`src/rtl/segment_sequencer.sv`:
```
// Double-buffered segment sequencer: plays a latched segment's index
// ramp at a divided tick rate and swaps segments at loop boundaries.
module segment_sequencer #(
  parameter int NUM_SEGMENTS = 2,
  parameter int CYCLE_WIDTH = 15,
  parameter int DIV_WIDTH = 16,
  parameter int REP_WIDTH = 16,
  localparam int SEL_W = $clog2(NUM_SEGMENTS)
) (
  input  logic CLK,
  input  logic RST_N,
  input  logic TICK,
  input  logic UPDATE_SETTINGS,
  input  logic [SEL_W-1:0] REQ_SEGMENT,
  input  logic [NUM_SEGMENTS*CYCLE_WIDTH-1:0] CYCLE,
  input  logic [NUM_SEGMENTS*DIV_WIDTH-1:0] FREQ_DIV,
  input  logic [NUM_SEGMENTS*REP_WIDTH-1:0] REP,
  output logic [CYCLE_WIDTH-1:0] IDX,
  output logic [SEL_W-1:0] SEGMENT,
  output logic STOPPED,
  output logic SWAP_DONE
);

  typedef enum logic [1:0] {
    IDLE,
    RUN,
    PENDING,
    HALT
  } state_t;

  state_t state;

  logic [DIV_WIDTH-1:0] div_cnt;
  logic [REP_WIDTH-1:0] loop_cnt;

  logic [CYCLE_WIDTH-1:0] act_cycle;
  logic [DIV_WIDTH-1:0] act_div;
  logic [REP_WIDTH-1:0] act_rep;

  logic [SEL_W-1:0] pend_seg;
  logic [CYCLE_WIDTH-1:0] pend_cycle;
  logic [DIV_WIDTH-1:0] pend_div;
  logic [REP_WIDTH-1:0] pend_rep;

  logic [CYCLE_WIDTH-1:0] sel_cycle;
  logic [DIV_WIDTH-1:0] sel_div;
  logic [REP_WIDTH-1:0] sel_rep;

  logic req_ok;
  logic [DIV_WIDTH-1:0] div_last;
  logic playing;
  logic step;
  logic at_end;
  logic infinite;
  logic last_loop;
  logic [REP_WIDTH-1:0] loop_inc;

  // Pick the requested segment's config slices off the input buses.
  always_comb begin
    sel_cycle = '0;
    sel_div = '0;
    sel_rep = '0;
    for (int k = 0; k < NUM_SEGMENTS; k++) begin
      if (REQ_SEGMENT == SEL_W'(k)) begin
        sel_cycle = CYCLE[k*CYCLE_WIDTH +: CYCLE_WIDTH];
        sel_div = FREQ_DIV[k*DIV_WIDTH +: DIV_WIDTH];
        sel_rep = REP[k*REP_WIDTH +: REP_WIDTH];
      end
    end
  end

  // Advance conditions; a divider of zero steps on every tick.
  always_comb begin
    req_ok = UPDATE_SETTINGS &&
             (32'(REQ_SEGMENT) < NUM_SEGMENTS);
    div_last = (act_div == '0) ? '0 :
               act_div - DIV_WIDTH'(1);
    playing = (state == RUN) || (state == PENDING);
    step = TICK && playing && (div_cnt == div_last);
    at_end = (IDX == act_cycle);
    infinite = &act_rep;
    last_loop = !infinite && (loop_cnt == act_rep);
    loop_inc = (&loop_cnt) ? loop_cnt :
               loop_cnt + REP_WIDTH'(1);
  end

  // Sequencer state, playback counters and registered outputs.
  always_ff @(posedge CLK or negedge RST_N) begin
    if (!RST_N) begin
      state <= IDLE;
      IDX <= '0;
      SEGMENT <= '0;
      STOPPED <= 1'b0;
      SWAP_DONE <= 1'b0;
      div_cnt <= '0;
      loop_cnt <= '0;
      act_cycle <= '0;
      act_div <= '0;
      act_rep <= '0;
      pend_seg <= '0;
      pend_cycle <= '0;
      pend_div <= '0;
      pend_rep <= '0;
    end else begin
      SWAP_DONE <= 1'b0;
      if (req_ok) begin
        pend_seg <= REQ_SEGMENT;
        pend_cycle <= sel_cycle;
        pend_div <= sel_div;
        pend_rep <= sel_rep;
      end
      if (TICK && playing) begin
        div_cnt <= step ? '0 : div_cnt + DIV_WIDTH'(1);
      end
      unique case (state)
        IDLE, HALT: begin
          if (req_ok) begin
            state <= RUN;
            SEGMENT <= REQ_SEGMENT;
            act_cycle <= sel_cycle;
            act_div <= sel_div;
            act_rep <= sel_rep;
            IDX <= '0;
            div_cnt <= '0;
            loop_cnt <= '0;
            SWAP_DONE <= 1'b1;
            STOPPED <= 1'b0;
          end
        end
        RUN: begin
          if (req_ok) state <= PENDING;
          if (step) begin
            if (!at_end) begin
              IDX <= IDX + CYCLE_WIDTH'(1);
            end else if (last_loop) begin
              // Hold the last index; a fresh request turns the
              // terminating wrap into a swap at the next advance.
              if (!req_ok) begin
                state <= HALT;
                STOPPED <= 1'b1;
              end
            end else begin
              IDX <= '0;
              loop_cnt <= loop_inc;
            end
          end
        end
        PENDING: begin
          if (step) begin
            if (!at_end) begin
              IDX <= IDX + CYCLE_WIDTH'(1);
            end else begin
              SEGMENT <= pend_seg;
              act_cycle <= pend_cycle;
              act_div <= pend_div;
              act_rep <= pend_rep;
              IDX <= '0;
              loop_cnt <= '0;
              SWAP_DONE <= 1'b1;
              if (!req_ok) state <= RUN;
            end
          end
        end
        default: state <= IDLE;
      endcase
    end
  end

endmodule
```
`config.mk`:
```
export PLATFORM = sky130hd
export DESIGN_NAME = segment_sequencer
export DESIGN_NICKNAME = d
export VERILOG_FILES = /design/src/rtl/segment_sequencer.sv
export SDC_FILE = /design/constraint.sdc
export NUM_CORES = 1
export LEC_CHECK = 0
export CELL_PAD_IN_SITES_DETAIL_PLACEMENT = 1
export CELL_PAD_IN_SITES_GLOBAL_PLACEMENT = 2
export CORE_MARGIN = 1.5
export CORE_UTILIZATION = 35
export DETAILED_ROUTE_END_ITERATION = 8
export GPL_TIMING_DRIVEN = 1
export PLACE_DENSITY_LB_ADDON = 0.3
export SYNTH_ARGS = -nofsm -noshare
export SYNTH_HDL_FRONTEND = slang
export SYNTH_SLANG_ARGS = --single-unit
export TNS_END_PERCENT = 1
```
`constraint.sdc`:
```
create_clock -name CLK -period 4.35 [get_ports CLK]
set_clock_uncertainty 0.2 [all_clocks]
set_input_delay 0.87 -clock CLK [delete_from_list [all_inputs] [get_ports CLK]]
set_output_delay 0.87 -clock CLK [all_outputs]
set_load 0.1 [all_outputs]
```
Word level (Yosys, flattened, before mapping)

Index checks and enable logic that the tools add are counted.

$add $sub $neg: 4
Equality and inequality tests: 17
Mux-type cells: 59
Reduce and logical (&&, ||, !) cells: 17

Operator list:

| cell                                                                 | count |
|---|---|
| 16-bit two-way mux                                                   | 20 |
| 15-bit two-way mux                                                   | 10 |
| 16-bit case mux with 2 select lines                                  | 2 |
| 16-bit case mux with 3 select lines                                  | 1 |
| 15-bit case mux with 3 select lines                                  | 1 |
| 16-bit by 1-bit adder with 16-bit output, second input constant      | 2 |
| 16-bit == test                                                       | 2 |
| 16-bit AND reduction                                                 | 2 |
| 15-bit case mux with 2 select lines                                  | 1 |
| 2-bit != test, second input constant                                 | 10 |
| 2-bit two-way mux                                                    | 9 |
| 16-bit zero test                                                     | 1 |
| 16-bit by 1-bit subtractor with 16-bit output, second input constant | 1 |
| 15-bit by 1-bit adder with 15-bit output, second input constant      | 1 |
| 15-bit == test                                                       | 1 |
| 4-bit AND reduction                                                  | 3 |
| 1-bit two-way mux                                                    | 11 |
| 7-bit AND reduction                                                  | 1 |
| 1-bit case mux with 2 select lines                                   | 3 |
| 2-bit case mux with 3 select lines                                   | 1 |
| 6-bit AND reduction                                                  | 1 |
| 2-bit == test, second input constant                                 | 2 |
| 2-bit nonzero test                                                   | 2 |
| 1-bit logical AND                                                    | 3 |
| other kinds (6)                                                      | 6 |

Register bits: 147
Input bits: 99
Output and inout port bits: 18
Word-level logic and storage cells: 111

Logic depth before layout (Yosys ltp)

Word-level depth: 8
Gate-level depth with buffers: 15
Gate-level depth less buffers: 11

Worst setup path after synthesis

OpenSTA, ideal clock, no wires.

Path type: register to register
From: register act_div[9]
To: register act_rep[10]
Library setup time: 0.125 ns
Data arrival time: 3.459 ns
Required time: 4.025 ns
Slack: 0.566 ns
Stages on the path, launching flop included: 12
Buffers on the path: 2
Cell sequence: dfrtp_1 buf_2 or4_4 nor4_2 mux2i_1 or3b_1 o21a_2 nor4_4 a31oi_2 nor2_4 buf_4 mux2_2

Word-level cells in the longest chain between the ends: 6
Elaborated cells between the ends (all ways): 7
Those cells by class: 1 x add/sub; 2 x eq/ne; 1 x mux; 3 x reduce/logical

Ends and longest elaborated chain:

| element                                                                                  | line   | text |
|---|---|---|
| start: declaration                                                                       | 37     | `logic [DIV_WIDTH-1:0] act_div;` |
| start signal: assignment                                                                 | 121    | `act_div <= sel_div;` |
| start signal: assignment                                                                 | 155    | `act_div <= pend_div;` |
| 16-bit by 1-bit subtractor with 16-bit output / 16-bit zero test (equally long branches) | 77, 76 |  |
| 16-bit two-way mux *                                                                     | 76     | `div_last = (act_div == '0) ? '0 :` |
| 16-bit == test *                                                                         | 79     | `step = TICK && playing && (div_cnt == div_last);` |
| 1-bit logical AND *                                                                      | 79     |  |
| 2-bit != test (no source line) *                                                         | -      |  |
| 4-bit AND reduction (no source line) *                                                   | -      |  |
| end signal: assignment                                                                   | 122    | `act_rep <= sel_rep;` |
| end signal: assignment                                                                   | 156    | `act_rep <= pend_rep;` |
| end: declaration                                                                         | 38     | `logic [REP_WIDTH-1:0] act_rep;` |

Mark *: on every way between the ends. The rest lies on a longest branch, timed or not.
A chain may end at the register's enable or synchronous reset.

Worst setup path after layout

From: register act_div[2]
To: register act_div[10]

Word-level cells in the longest chain between the ends: 6
Elaborated cells between the ends (all ways): 7
Those cells by class: 1 x add/sub; 2 x eq/ne; 1 x mux; 3 x reduce/logical

Ends and longest elaborated chain:

| element                                                                                  | line |
|---|---|
| 16-bit by 1-bit subtractor with 16-bit output / 16-bit zero test (equally long branches) | 77, 76 |
| 16-bit two-way mux *                                                                     | 76 |
| 16-bit == test *                                                                         | 79 |
| 1-bit logical AND *                                                                      | 79 |
| 2-bit != test (no source line) *                                                         | - |
| 4-bit AND reduction (no source line) *                                                   | - |

Marks and branches as above.

==> reports/metrics.csv <==
metric,value,unit
TritonCTS clock tree,done,
most frequent cells in the layout,"147 x dfrtp_1, 135 x nor2_1, 113 x clkdlybuf4s50_1",
"most common cell after layout, fill and taps aside",dfrtp_1,
# rows,57,
dpl cell area,0.0101,mm^2
crit path cell chain,or3_1 > nor4_2 > mux2i_1 > or3b_1 > o21a_2 > nor4_4 > a31oi_2 > nor2_4 > buf_12 > mux2_2,
Synth area leader,dfrtp_1,
Mapped Area,0.00863,mm^2
DRC viols,0,
hold_buf cts,0,
min-delay worst type,in2async,
core area,0.0242,mm^2
"CTS clk-pin slew, worst paths",70,ps
Post-synth EDFFs,0,
pre-CTS setup slack,402,ps
GRT overflow,0,
endpoints failing setup,0,
vias per std cell,5.37,
f_max,251,MHz
post-synthesis cell type count,70,
Finished Cell Area,0.0107,mm^2
initial DRC count,382,
family with the most delay on the worst path,simple AND/OR/NAND/NOR gates,
DR vias,7234,
Num CTS Buffers,17,
Max VDD drop,0.346,mV
"Slew Viols, Final",0,
Setup TNS,0,ps
Resized cells post-CTS,0,
Placer Congestion,0.818,
Initial Utilization,0.356,
Pwr Density,607,mW/mm^2
endpoints failing hold,0,
CP startpoint kind,flip-flop,
DR WL/cell,18.3,um
Leak Pwr,4.26,nW
Final nets,1114,
clock latency on the worst-skew pair,440,ps
vias in the first global route,7376,
Tmin final,3990,ps
Die W,160,um
GRT Overall Usage,0.202,
worst-margin pin slew,1020,ps
share of cells above drive strength 1,0.118,
worst setup path category,reg2reg,
Slew headroom,0.315,
unrepaired setup endpoints after global routing,no,
DRT Pass-1 Iters,4,
Syn Inst Count,913,
Setup WS post-layout,360,ps
Avg Inst Size Synth,9.45,um^2
Crit path arrival time,4110,ps
top cell type's share of synthesized area,0.426,
sequential share of the synthesized area,0.426,
Root Buffer,clkbuf_16,
die area,0.0256,mm^2
Async SR Flop Fraction,1.00,
Worst setup EP type,flip-flop,
dpl hpwl,17600,um
IO Pins,117,
yosys warns,0,
final worst path period share,0.917,
die height,160,um
Final ANT Viol Nets,0,
clock sinks,147,
htree depth,4,
worst path required time,4470,ps
first-pass GRT wire length,40700,um
# Post-CTS Setup Buffers,0,
"Max FO, Critical Path",42,
slowest CP cell,or3_1,
CP peak stage delay,570,ps
initial antenna violation count,1,
final wirelength,24600,um
"Area growth, synth to finish",24.0,%
PortBufs,116,
Max Root-Sink Buffers,2,
largest net degree at the start of global routing,96,
Yosys reg bits,147,
Synth area leaders,"dfrtp_1 43%, mux2_2 6.3%, mux2i_1 6.1%",
max-capacitance violation count,0,
syn nets,1018,
Main synth FF type,dfrtp_1,
status,finished clean,
CP bufs+invs,1,
[cell usage after synthesis, types with 4 or more instances]
master     instances
clkbuf_1          42
ha_1               6
nand4_1           18
xor2_1            34
nor2b_1            7
buf_2              4
buf_4              5
o41ai_1            4
or4_1              5
xnor2_1           31
a31oi_1            6
nand2b_1           7
mux2_2            48
o2111ai_1          4
nor3_1             7
nand2_1           41
mux2i_1           53
and3_1            16
o31ai_1           17
nor2_1           135
nor4_1            12
dfrtp_1          147
mux2_1             7
nand3_1           19
inv_1             18
nor4b_1            4
nor4_2             4
buf_1              6
a21oi_1          105
o21ai_0           33
[cell families (layout without fill, tap and decap cells)]
logic type,count (synthesis),in the layout,synth area share
fa+ha+maj,6,6,0.00870
other cells,0,1,0
compound gates,205,205,0.142
flops,147,147,0.426
buf+inv,77,186,0.0380
xor+xnor,67,67,0.0712
mux,108,108,0.133
simple gates,303,303,0.180
[per-stage QoR]
| stage | instances | hold slack [ps] | util | power (mW) |
|---|---|---|---|---|
| 2_1_floorplan | 913 | 271 | - | 4.17 |
| 3_3_place_gp | 1314 | 284 | 0.416 | 4.93 |
| 3_5_place_dp | 1314 | 294 | 0.416 | 5.00 |
| 4_1_cts | 1346 | 308 | 0.441 | 6.56 |
| 5_1_grt | 1347 | 322 | 0.441 | 6.92 |
| 6_report | 1347 | 312 | 0.441 | 6.49 |
[cell type report]
class,count,area (um^2)
diodes,1,2.50
clock buffers,21,460
clock inverters,11,143
fillers,2782,13600
inverters,18,67.6
multi-input cells,689,4620
flip-flops and latches,147,3680
well taps,324,405
repair buffers,136,1320
[layer usage]
metal  track usage  routed length, um
met1         0.283              12000
met2         0.312              11200
met3        0.0429               1020
met4        0.0595                365
met5             0                  0
[worst register-to-register path, cell delays in order (launching register included)]
cell,delay (ps)
dfrtp_1,430
or3_1,570
nor4_2,440
mux2i_1,270
or3b_1,370
o21a_2,150
nor4_4,380
a31oi_2,240
nor2_4,170
buf_12,270
mux2_2,390
[power breakdown]
group | switching [mW] | internal, mW
logic | 1.58 | 1.22
registers | 0.433 | 1.73
clock network | 0.644 | 0.891
[worst paths after layout]
check	start	to	slack (ps)	cells after the start
worst min-delay path	RST_N	loop_cnt[6]$_DFFE_PN0P_	310	1
worst max register to register	act_div[2]$_DFFE_PN0P_	act_div[10]$_DFFE_PN0P_	360	10
max in group asynchronous	RST_N	loop_cnt[12]$_DFFE_PN0P_	2770	2
worst min register to register	pend_seg$_DFFE_PN0P_	pend_seg$_DFFE_PN0P_	310	1
worst max-delay path	act_div[2]$_DFFE_PN0P_	act_div[10]$_DFFE_PN0P_	360	10
min in group CLK	pend_seg$_DFFE_PN0P_	pend_seg$_DFFE_PN0P_	310	1
[state kept, by name (all words and copies together) (netlist names)]
name,flops
IDX,15
SEGMENT,1
STOPPED,1
SWAP_DONE,1
act_cycle,15
act_div,16
act_rep,16
div_cnt,16
loop_cnt,16
pend_cycle,15
pend_div,16
pend_rep,16
pend_seg,1
state,2
No activity file was read; power rests on OpenSTA's default activity.
